--- config.mk ---
export PLATFORM = sky130hd
export DESIGN_NAME = regfile_reader
export DESIGN_NICKNAME = d
export VERILOG_FILES = /design/src/rtl/regfile_reader.sv
export SDC_FILE = /design/constraint.sdc
export NUM_CORES = 1
export LEC_CHECK = 0
export BUFFER_PORTS_ARGS = -buffer_cell sky130_fd_sc_hd__buf_2
export CAP_MARGIN = 40
export CORE_ASPECT_RATIO = 1.5
export CORE_MARGIN = 3
export CORE_UTILIZATION = 31
export CTS_CLUSTER_DIAMETER = 200
export CTS_CLUSTER_SIZE = 40
export DETAILED_ROUTE_END_ITERATION = 6
export GPL_TIMING_DRIVEN = 0
export PLACE_DENSITY = 0.53
export REMOVE_ABC_BUFFERS = 1
export SYNTH_ARGS = -nofsm -noshare
export SYNTH_HDL_FRONTEND = slang
export SYNTH_SLANG_ARGS = --single-unit
--- constraint.sdc ---
create_clock -name clk -period 16.6 [get_ports clk]
set_clock_uncertainty 0.1 [all_clocks]
set_input_delay 3.32 -clock clk [delete_from_list [all_inputs] [get_ports clk]]
set_output_delay 3.32 -clock clk [all_outputs]
set_load 0.05 [all_outputs]
--- src/rtl/regfile_reader.sv ---
// Read-side client for the tile register file: requests one read, snapshots the
// full read vector, then streams it out word by word on a valid/ready port.

module regfile_reader_word #(
    parameter int width = 16
) (
    input  logic             clk,
    input  logic             reset,
    input  logic             cap,
    input  logic [width-1:0] d,
    output logic [width-1:0] q
);
    always_ff @(posedge clk or posedge reset) begin
        if (reset)    q <= '0;
        else if (cap) q <= d;
    end
endmodule

module regfile_reader #(
    parameter int width      = 16,
    parameter int num_inputs = 4,
    parameter int timeout    = 15
) (
    input  logic                                 clk,
    input  logic                                 reset,
    input  logic                                 start,
    output logic                                 busy,
    output logic                                 ren,
    input  logic [width-1:0]                     r_data [2*num_inputs+1],
    input  logic                                 r_data_vld,
    output logic [width-1:0]                     out_data,
    output logic [$clog2(2*num_inputs+1)-1:0]    out_idx,
    output logic                                 out_vld,
    input  logic                                 out_rdy,
    output logic                                 out_last,
    output logic                                 done,
    output logic                                 timeout_err
);
    localparam int num_words = 2*num_inputs + 1;
    localparam int iw        = $clog2(num_words);
    localparam int cw        = $clog2(timeout + 1);
    localparam logic [iw-1:0] last_idx = iw'(num_words - 1);
    localparam logic [cw-1:0] wait_max = cw'(timeout - 1);

    typedef enum logic [1:0] {IDLE, REQ, STREAM} state_t;
    state_t state, state_nxt;

    logic [width-1:0] snap [num_words];
    logic [cw-1:0]    wait_cnt;
    logic [iw-1:0]    idx_nxt;
    logic             capture, advance;

    // Snapshot buffer: one capture register per regfile word.
    for (genvar g = 0; g < num_words; g++) begin : g_word
        regfile_reader_word #(.width(width)) u_word (
            .clk   (clk),
            .reset (reset),
            .cap   (capture),
            .d     (r_data[g]),
            .q     (snap[g])
        );
    end

    always_ff @(posedge clk or posedge reset) begin
        if (reset) state <= IDLE;
        else       state <= state_nxt;
    end

    always_comb begin
        state_nxt = state;
        case (state)
            IDLE:    if (start) state_nxt = REQ;
            REQ:     if (r_data_vld)            state_nxt = STREAM;
                     else if (wait_cnt == wait_max) state_nxt = IDLE;
            STREAM:  if (out_vld && out_rdy && out_idx == last_idx) state_nxt = IDLE;
            default: state_nxt = IDLE;
        endcase
    end

    always_comb begin
        capture  = (state == REQ) && r_data_vld;
        advance  = (state == STREAM) && out_vld && out_rdy;
        out_last = out_vld && (out_idx == last_idx);
        idx_nxt  = out_idx + 1'b1;
    end

    always_ff @(posedge clk or posedge reset) begin
        if (reset) begin
            busy        <= 1'b0;
            ren         <= 1'b0;
            out_vld     <= 1'b0;
            done        <= 1'b0;
            timeout_err <= 1'b0;
            wait_cnt    <= '0;
            out_idx     <= '0;
            out_data    <= '0;
        end else begin
            busy    <= (state_nxt != IDLE);
            ren     <= (state_nxt == REQ);
            out_vld <= (state_nxt == STREAM);
            done    <= advance && out_last;

            if (state == IDLE && start) begin
                wait_cnt    <= '0;
                timeout_err <= 1'b0;
            end else if (state == REQ && !r_data_vld) begin
                if (wait_cnt == wait_max)  timeout_err <= 1'b1;
                else if (wait_cnt != '1)   wait_cnt    <= wait_cnt + 1'b1;  // saturate, never wrap
            end

            if (capture) begin
                out_idx  <= '0;
                out_data <= r_data[0];
            end else if (advance && !out_last) begin
                out_idx  <= idx_nxt;
                out_data <= snap[idx_nxt];
            end
        end
    end
endmodule

==> results of run 1 <==
## logic make-up after synthesis
kind of cell               synth area share, %
buffers and inverters                     3.86
AOI/OAI and AO/OA                         4.15
adders and majority gates                0.608
muxes                                     12.0
and+or+nand+nor                           25.8
DFF                                       53.2
xor gates and xnor gates                 0.410
## sequential cells by signal, summed over array words and instances, names as in the netlist
register and flops:
out_data 16, out_idx 4, out_vld 1, g_word.u_word.q 144
timeout_err 1, wait_cnt 4, busy 1, ren 1
done 1, state 2
## critical path: cells and delay by family, from the launching register on
kind,cells,cell delay [ps]
buffers and inverters,3,690
AND/OR/NAND/NOR,2,790
adder cells (fa/ha/maj),1,170
flip-flops,1,650
## cells in the final DEF (no fill, tap or decap), types with 4 or more instances in the layout
cell type / instances
nor2_1: 20
a31oi_1: 16
mux2_2: 16
buf_2: 174
nor3_1: 15
inv_1: 5
clkinvlp_4: 5
clkbuf_16: 17
mux4_2: 9
clkinv_2: 4
o22ai_1: 16
buf_8: 9
o21ai_0: 4
nand2_1: 488
mux4_1: 23
dfrtp_1: 174
buf_16: 4
## layer usage
layer | share of wire (%) | GRT usage, % | vias to the layer above | wire, um
met3 | 3.4 | 3.19 | 24 | 762
met4 | 1.5 | 4.51 | 2 | 339
met2 | 53 | 29.2 | 112 | 12000
met1 | 41 | 18.9 | 3200 | 9280
met5 | 0.076 | 0 | - | 17
li1 | - | - | 3201 | -
## power by group
part / internal (uW) / switching [uW] / total [uW]
Combinational: 313 / 420 / 732
Sequential: 617 / 106 / 723
Clock: 217 / 171 / 388
## path summary, 6_finish.rpt
check	slack [ps]	from	end
setup / recovery	10440	out_idx[0]	out_last
hold / removal	360	g_word[4].u_word.q[5]	g_word[4].u_word.q[5]
setup reg to reg	13460	out_idx[0]	out_data[6]
hold reg to reg	360	g_word[4].u_word.q[5]	g_word[4].u_word.q[5]
max in group asynchronous	12620	reset	g_word[2].u_word.q[3]
min in group asynchronous	2840	reset	g_word[4].u_word.q[2]
## layout make-up
class                   count  area (um^2)  share of cell area, %
flip-flops and latches    175         4380                   43.1
multi-input cells         647         3560                   35.0
repair buffers            193         1210                   11.9
clock inverters            10         87.6                  0.862
clock buffers              22          474                   4.67
inverters                   6         30.0                  0.295
well taps                 333          417                   4.10
## stage by stage
step | instance area [um^2] | hold slack [ps] | util [%]
detailed placement | 9600 | 355 | 37.0
finish | 10200 | 365 | 39.2
CTS | 10200 | 371 | 39.2
floorplan | 7940 | 337 | -
global route | 10200 | 384 | 39.2
global placement | 9230 | 349 | 35.6
==> flow_metrics.py, run 1 <==
metrics = {
    "sta": {
        "post-route-period-util_pct": 37.1,
        "slew_headroom_pct": 47.0,
        "tns_ps": 0,
        "slew_viol_final": 0,
        "setup_viol": 0,
        "worst_slack_ps": 10440,
        "layout_min_cycle_time_ps": 6160,
        "hold_viol_final": 0,
        "rsz0062_at_grt": "false",
        "worst_pin_slew_ps": 792,
        "fmax_ghz": 0.162,
    },
    "clock_network": {
        "numClockSinks": 175,
        "cts_tree": "done",
        "cts_made_buffers": 17,
        "cts_hold_buf": 0,
        "cts_buffer_depth": 2,
        "clk_pin_slew_ps": 60,
        "cts-root-buf": "clkbuf_16",
        "post_cts_buffers": 0,
        "cts_resized": 0,
        "htreeDepth": 4,
        "clk_latency_ps": 430,
    },
    "power_and_ir_drop": {
        "total_power_uw": 1840,
        "vdd_ir_drop_max_uv": 94.4,
        "p_leak_uw": 0.00522,
        "power_density_mw_per_mm2": 181,
    },
    "synthesis": {
        "ys_top_cells_by_count": "488 x nand2_1, 175 x dfrtp_1, 23 x buf_2, 23 x mux4_1, 20 x nor2_1",
        "avgSynthCellArea_um2": 9.31,
        "ys.flop_type": "dfrtp_1",
        "synth-async-reset-ratio_pct": 100,
        "synth.largest_area_cell": "dfrtp_1",
        "yosys.cell_count.top_type": "nand2_1",
        "yosysTopAreaCellShare_pct": 53.2,
        "syn_inst": 884,
        "yosys_warnings": 0,
        "ys_seq_area_share_pct": 53.2,
        "syn-cell-area_mm2": 0.00823,
        "synthDistinctLibCells": 41,
        "synth-seq-cells": 175,
        "synth_edf_count": 0,
        "synth.area.top_cells": "dfrtp_1 53%, nand2_1 22%, mux4_1 7.3%",
    },
    "floorplan": {
        "rows": 72,
        "coreArea_mm2": 0.0259,
        "die-area_mm2": 0.0286,
        "die_w_um": 139,
        "initial_core_util_pct": 31.7,
        "pin_count": 175,
        "die_h_um": 206,
    },
    "final_layout": {
        "fin_nets": 1193,
        "drive_gt1_share_pct": 24.8,
        "antenna_cells": 0,
        "area_delta_synth_final_pct": 23.4,
        "nFillCells": 2704,
        "fin_cells": 1386,
    },
    "run_status": {
        "status": "completed",
    },
    "critical_path": {
        "crit_path_cell_trace": "buf_12 -> inv_1 -> ha_2 -> and3b_1 -> and2_1 -> buf_2",
        "cp_max_fo": 32,
        "cp_slowest_stage_delay_ps": 650,
        "start_kind": "flop",
        "cp_slowest_cell": "dfrtp_4",
        "worstSetupPathType": "flop to output pin",
        "reg2reg_depth": 8,
        "cp.arrival_ps": 2740,
        "cp-end-kind": "output pin",
        "crit_required_ps": 13180,
    },
    "global_route": {
        "grt_pass1_vias": 6628,
        "grt.overflow.total": 0,
        "antenna_found_initial": 1,
        "grt_max_degree": 104,
        "grt_usage_pct": 15.9,
        "grt_pass1_wl_mm": 35.7,
    },
    "drt": {
        "wl_mm": 22.4,
        "drc": 0,
        "ant_nets": 0,
        "viasPerCell": 4.72,
        "vias": 6539,
        "wire_per_inst_um": 16.1,
        "dr.pass1.iters": 6,
        "drt_iter0_markers": 319,
    },
    "hold_path": {
        "min_path_type": "flop to flop",
        "min_path_cells": 2,
    },
    "placed_design": {
        "dp_cells": 1354,
        "io_buffer_count": 174,
        "gp_congestion": 0.743,
        "place_ws_ps": 10830,
        "place_hpwl_mm": 15.5,
    },
    "flow_run": {
        "maxCapViolCount": 0,
    },
}
(Power assumes the default switching activity.)
==> run 2: changes to the inputs <==
Settings changed: PLACE_DENSITY 0.53 to 0.55.
Clock period 16.6 ns to 5.2 ns, I/O delays scaled along.
==> run 2 against run 1 <==
Core utilization up 0.14 points. Flip-flop and latch count unchanged. Sequential share of layout area down 0.16 points. Critical endpoint unchanged.
==> flow_metrics.py, run 2 (synthesis results as in run 1) <==
metrics = {
    "run_status": {
        "status": "completed",
    },
    "critical_path": {
        "start_kind": "flop",
        "crit_start": "out_idx[0]",
        "cp_max_fo": 28,
        "cp.arrival_ps": 2830,
        "crit_required_ps": 4060,
        "r2r_slack_ps": 2110,
        "reg2reg_from": "out_idx[0]",
        "cp-end-kind": "output pin",
        "crit_end": "out_last",
        "worstSetupPathType": "flop to output pin",
        "reg2reg_depth": 7,
        "r2r_end": "out_data[1]",
    },
    "clock_network": {
        "numClockSinks": 175,
        "cts_made_buffers": 17,
        "post_cts_buffers": 0,
        "clk_pin_slew_ps": 60,
        "cts_resized": 0,
        "cts-root-buf": "clkbuf_16",
        "cts_hold_buf": 0,
        "cts_buffer_depth": 2,
        "htreeDepth": 4,
        "clk_latency_ps": 430,
        "cts_tree": "done",
    },
    "sta": {
        "tns_ps": 0,
        "worst_pin_slew_ps": 818,
        "layout_min_cycle_time_ps": 3970,
        "setup_viol": 0,
        "slew_viol_final": 0,
        "slew_headroom_pct": 45.4,
        "fmax_ghz": 0.252,
        "post-route-period-util_pct": 76.4,
        "hold_viol_final": 0,
        "rsz0062_at_grt": "false",
    },
    "drt": {
        "vias": 6536,
        "dr.pass1.iters": 4,
        "wire_per_inst_um": 16.2,
        "viasPerCell": 4.73,
        "ant_nets": 0,
        "drt_iter0_markers": 288,
        "wl_mm": 22.3,
        "drc": 0,
    },
    "final_layout": {
        "drive_gt1_share_pct": 24.3,
        "fin_cells": 1383,
        "post-route-cell-area_mm2": 0.0102,
        "area_delta_synth_final_pct": 23.9,
        "antenna_cells": 0,
        "largest_reg_flops": 144,
        "regMostFlops": "g_word.u_word.q",
        "multiInputGateArea_mm2": 0.00356,
        "fin_nets": 1192,
        "final_common_cell": "nand2_1",
        "regArea_mm2": 0.00438,
        "layout_common_cells": "488 x nand2_1, 174 x dfrtp_1, 174 x buf_2, 23 x mux4_1, 20 x nor2_1",
        "nFillCells": 2672,
        "largestRegisters": "g_word.u_word.q x144, out_data x16",
    },
    "global_route": {
        "grt_pass1_vias": 6656,
        "antenna_found_initial": 0,
        "grt_max_degree": 96,
        "grt_usage_pct": 15.7,
        "grt_pass1_wl_mm": 35.4,
        "grt.overflow.total": 0,
    },
    "power_and_ir_drop": {
        "pwr-share-clk_pct": 22.1,
        "internal_power_uw": 3760,
        "netSwitchingPower_uw": 2210,
        "vdd_ir_drop_max_uv": 273,
        "p_leak_uw": 0.00524,
        "pwr-share-comb_pct": 39.1,
        "power_density_mw_per_mm2": 585,
        "swShare_pct": 37.0,
        "p_seq_share_pct": 38.8,
    },
    "floorplan": {
        "die_w_um": 139,
        "rows": 72,
        "pin_count": 175,
        "die-area_mm2": 0.0286,
        "die_h_um": 206,
        "initial_core_util_pct": 31.7,
        "coreArea_mm2": 0.0259,
    },
    "placed_design": {
        "dp_cells": 1353,
        "io_buffer_count": 174,
        "place_hpwl_mm": 15.1,
        "gp_congestion": 0.754,
        "dpl_cell_area_mm2": 0.00961,
    },
    "hold_path": {
        "hp-start": "g_word[4].u_word.q[5]",
        "min_path_type": "flop to flop",
    },
    "flow_run": {
        "maxCapViolCount": 0,
    },
}
run 2: cell count changes in the layout (fill, tap and decap cells not counted):
cell	before	now
clkinvlp_4	5	2
buf_8	9	10
buf_16	4	5
clkinv_2	4	0
bufinv_16	1	3
clkbuf_1	2	5
buf_6	3	0
run 2: final cells by class:
type                       count  share of cell area [%]
clock buffer                  25                    4.76
tap                          333                    4.08
multi-input combinational    647                    34.9
timing repair buffer         192                    11.9
clock inverter                 5                    1.03
inverter                       6                   0.294
sequential                   175                    43.0
run 2: per-stage QoR:
stage | hold slack (ps) | setup WS (ps) | util [%] | total power [uW]
after floorplan | 337 | -685 | - | 3990
after global placement | 350 | -3650 | 35.6 | 4680
after detailed placement | 354 | 1650 | 37.0 | 4720
after CTS | 370 | 1160 | 39.3 | 6080
after global routing | 387 | 1070 | 39.3 | 6420
final | 363 | 1230 | 39.3 | 5970
run 2: metal layers:
metal | routed length, um | share of wire (%) | global-route usage [%] | up-vias
met3 | 814 | 3.6 | 3.09 | 32
li1 | - | - | - | 3212
met5 | 0 | 0 | 0 | -
met1 | 9510 | 43 | 19.3 | 3155
met2 | 11400 | 51 | 27.4 | 137
met4 | 572 | 2.6 | 5.94 | 0
run 2: worst min-delay path by stage:
stage / slack (ps) / end / depth (start not counted)
after floorplan: 340 / g_word[0].u_word.q[10] / 2
after global placement: 350 / g_word[1].u_word.q[6] / 2
after detailed placement: 350 / g_word[0].u_word.q[12] / 2
after CTS: 370 / g_word[0].u_word.q[12] / 2
after global routing: 390 / g_word[5].u_word.q[14] / 2
final: 360 / g_word[4].u_word.q[5] / 2
run 2: worst max-delay path, cell delays in order, from the launching register on:
cell and delay [ps]:
dfrtp_4 690, inv_1 200, ha_2 180, and3b_1 700, buf_8 240, and2_1 130
buf_2 260
run 2: power groups by stage:
stage / Clock (uW) / Combinational, uW / Sequential, uW
2_1_floorplan: 0 / 1470 / 2520
3_3_place_gp: 0 / 2320 / 2360
3_5_place_dp: 0 / 2380 / 2340
4_1_cts: 1370 / 2390 / 2320
5_1_grt: 1420 / 2610 / 2400
6_report: 1320 / 2340 / 2310
==> run 3: changes to the inputs <==
Settings changed: ABC_AREA from default to 1.
Clock period 5.2 ns to 3.4 ns, I/O delays scaled along.
==> run 3 against run 2 <==
Area after synthesis increased by 4.0%. Cell count increased by 16%. Critical path type unchanged. Clock power increased by 48%. Register-to-register slack got worse by 1800 ps. Synthesized cell count increased by 26%. Wire length increased by 4.5%. Highest routed layer unchanged. Critical endpoint unchanged. First-iteration DRC count decreased by 2.1%. Critical path depth increased by 1. Flip-flop and latch count unchanged.
==> flow_metrics.py, run 3 <==
metrics = {
    "synthesis": {
        "synth.largest_area_cell": "dfrtp_1",
        "syn-cell-area_mm2": 0.00856,
        "syn_inst": 1110,
        "synth_edf_count": 0,
        "yosysTopAreaCellShare_pct": 51.1,
        "ys_seq_area_share_pct": 51.1,
        "avgSynthCellArea_um2": 7.71,
        "yosys.cell_count.top_type": "nand2_1",
        "synth-async-reset-ratio_pct": 100,
        "synth.area.top_cells": "dfrtp_1 51%, nand2_1 19%, o21ai_0 6.4%",
        "synth-seq-cells": 175,
        "ys.flop_type": "dfrtp_1",
        "synthDistinctLibCells": 31,
        "yosys_warnings": 0,
        "ys_top_cells_by_count": "425 x nand2_1, 175 x dfrtp_1, 137 x inv_1",
    },
    "power_and_ir_drop": {
        "internal_power_uw": 5780,
        "swShare_pct": 44.3,
        "netSwitchingPower_uw": 4600,
        "power_density_mw_per_mm2": 1020,
        "total_power_uw": 10400,
        "p_leak_uw": 0.00528,
        "pwr-share-comb_pct": 48.0,
        "pwr-share-clk_pct": 18.9,
        "vdd_ir_drop_max_uv": 400,
        "p_seq_share_pct": 33.1,
    },
    "final_layout": {
        "regMostFlops": "g_word.u_word.q",
        "largest_reg_flops": 144,
        "drive_gt1_share_pct": 18.9,
        "antenna_cells": 0,
        "final_common_cell": "nand2_1",
        "fin_nets": 1402,
        "layout_common_cells": "425 x nand2_1, 174 x dfrtp_1, 173 x buf_2, 136 x inv_1, 110 x o21ai_0",
        "post-route-cell-area_mm2": 0.0102,
        "area_delta_synth_final_pct": 18.7,
        "largestRegisters": "g_word.u_word.q x144, out_data x16",
    },
    "critical_path": {
        "cp_slowest_cell": "dfrtp_4",
        "start_kind": "flop",
        "worstSetupPathType": "flop to output pin",
        "crit_required_ps": 2620,
        "worst-path-buf-inv": 4,
        "critPathMostFrequentCell": "buf_12",
        "cp.arrival_ps": 2450,
        "cp_slowest_stage_delay_ps": 610,
        "cp_top_family": "buffers and inverters",
        "cp-end-kind": "output pin",
        "cp_max_fo": 38,
        "crit_path_cell_trace": "buf_12 -> inv_8 -> buf_12 -> ha_4 -> nand3_1 -> nor2_1 -> buf_4",
    },
    "floorplan": {
        "pin_count": 175,
        "die_w_um": 142,
        "die-area_mm2": 0.0297,
        "coreArea_mm2": 0.0269,
        "rows": 73,
        "die_h_um": 210,
        "initial_core_util_pct": 31.9,
    },
    "clock_network": {
        "cts_buffer_depth": 2,
        "cts_tree": "done",
        "numClockSinks": 175,
        "clk_latency_ps": 440,
        "cts-root-buf": "clkbuf_16",
        "htreeDepth": 4,
        "cts_hold_buf": 0,
        "clk_pin_slew_ps": 70,
        "cts_made_buffers": 17,
    },
    "flow_run": {
        "maxCapViolCount": 0,
    },
    "global_route": {
        "grt_pass1_vias": 7206,
        "grt_pass1_wl_mm": 37.2,
        "antenna_found_initial": 0,
        "grt_usage_pct": 15.9,
        "grt_max_degree": 186,
        "grt.overflow.total": 0,
    },
    "sta": {
        "post-route-period-util_pct": 95.0,
        "layout_min_cycle_time_ps": 3230,
        "worst_slack_ps": 169,
        "fmax_ghz": 0.309,
        "slew_viol_final": 0,
        "setup_viol": 0,
        "slew_headroom_pct": 55.6,
        "rsz0062_at_grt": "false",
        "hold_viol_final": 0,
        "worst_pin_slew_ps": 665,
    },
    "hold_path": {
        "min_path_type": "input port to async pin",
    },
    "placed_design": {
        "io_buffer_count": 174,
        "place_hpwl_mm": 15.2,
        "place_ws_ps": -684,
        "dpl_cell_area_mm2": 0.00955,
        "gp_congestion": 0.738,
    },
    "drt": {
        "viasPerCell": 4.47,
        "drt_iter0_markers": 282,
        "dr.pass1.iters": 4,
        "vias": 7150,
        "ant_nets": 0,
        "drc": 0,
        "wire_per_inst_um": 14.6,
        "wl_mm": 23.3,
    },
    "run_status": {
        "status": "completed",
    },
}
[run 3: power by group through the flow]
stage | clock, uW | sequential [uW] | combinational, uW
final | 1960 | 3430 | 4980
after global routing | 2100 | 3540 | 5750
after CTS | 2020 | 3440 | 5090
after detailed placement | 0 | 3500 | 4980
after global placement | 0 | 3570 | 4710
after floorplan | 0 | 3910 | 2980
[run 3: final cells by class]
cell class | count | area, um^2
Sequential cell | 175 | 4380
Inverter | 143 | 562
Multi-Input combinational cell | 731 | 3180
Fill cell | 2907 | 16700
Clock buffer | 19 | 433
Timing Repair Buffer | 181 | 1040
Tap cell | 337 | 422
Clock inverter | 13 | 141
[run 3: through the flow]
stage          hold slack, ps  util (%)  cells  TNS [ps]
6_report                  221      37.8   1599         0
5_1_grt                   253      37.8   1599         0
4_1_cts                   227      37.8   1599         0
3_5_place_dp              362      35.5   1566    -10430
3_3_place_gp              359      34.9   1560   -892520
2_1_floorplan             344         -   1049   -394390
[run 3: final timing paths]
check | from | endpoint | slack [ps] | depth (start not counted)
max | out_idx[0] | out_last | 170 | 7
min | reset | done | 220 | 2
max reg2reg | out_idx[0] | out_data[2] | 360 | 12
min reg2reg | g_word[8].u_word.q[6] | g_word[8].u_word.q[6] | 380 | 2
max in group asynchronous | reset | g_word[4].u_word.q[11] | 2080 | 3
min in group clk | r_data[4] | g_word[8].u_word.q[4] | 340 | 3
[run 3: per-layer routing]
layer	vias up	GRT usage [%]	share of wire (%)
li1	3677	-	-
met1	3339	18.8	42
met2	116	29.5	53
met3	18	2.42	3.1
met4	0	4.70	1.4
met5	-	0	0
[run 3: cell families after synthesis]
family / count (synthesis) / share of synthesized area [%]
AOI/OAI and AO/OA: 159 / 9.42
xor gates and xnor gates: 2 / 0.205
adders and majority gates: 4 / 0.584
buffers and inverters: 204 / 11.9
DFF: 175 / 51.1
and+or+nand+nor: 566 / 26.8
[run 3: repair_timing]
item / 4_1_cts / 5_1_grt
pin swaps: 0 / 0
setup buffers: 1 / 0
gates resized for setup: 6 / 1
setup endpoints to repair: 17 / 16
[run 3: worst register-to-register path: stages (launching register included)]
cell and delay [ps]:
dfrtp_4 610, buf_12 250, inv_8 220, buf_12 240, ha_4 320, buf_16 200
inv_4 250, nand2_2 110, nor2_4 130, nand2_4 190, nor2_1 150, nor2_1 50
a21oi_1 140
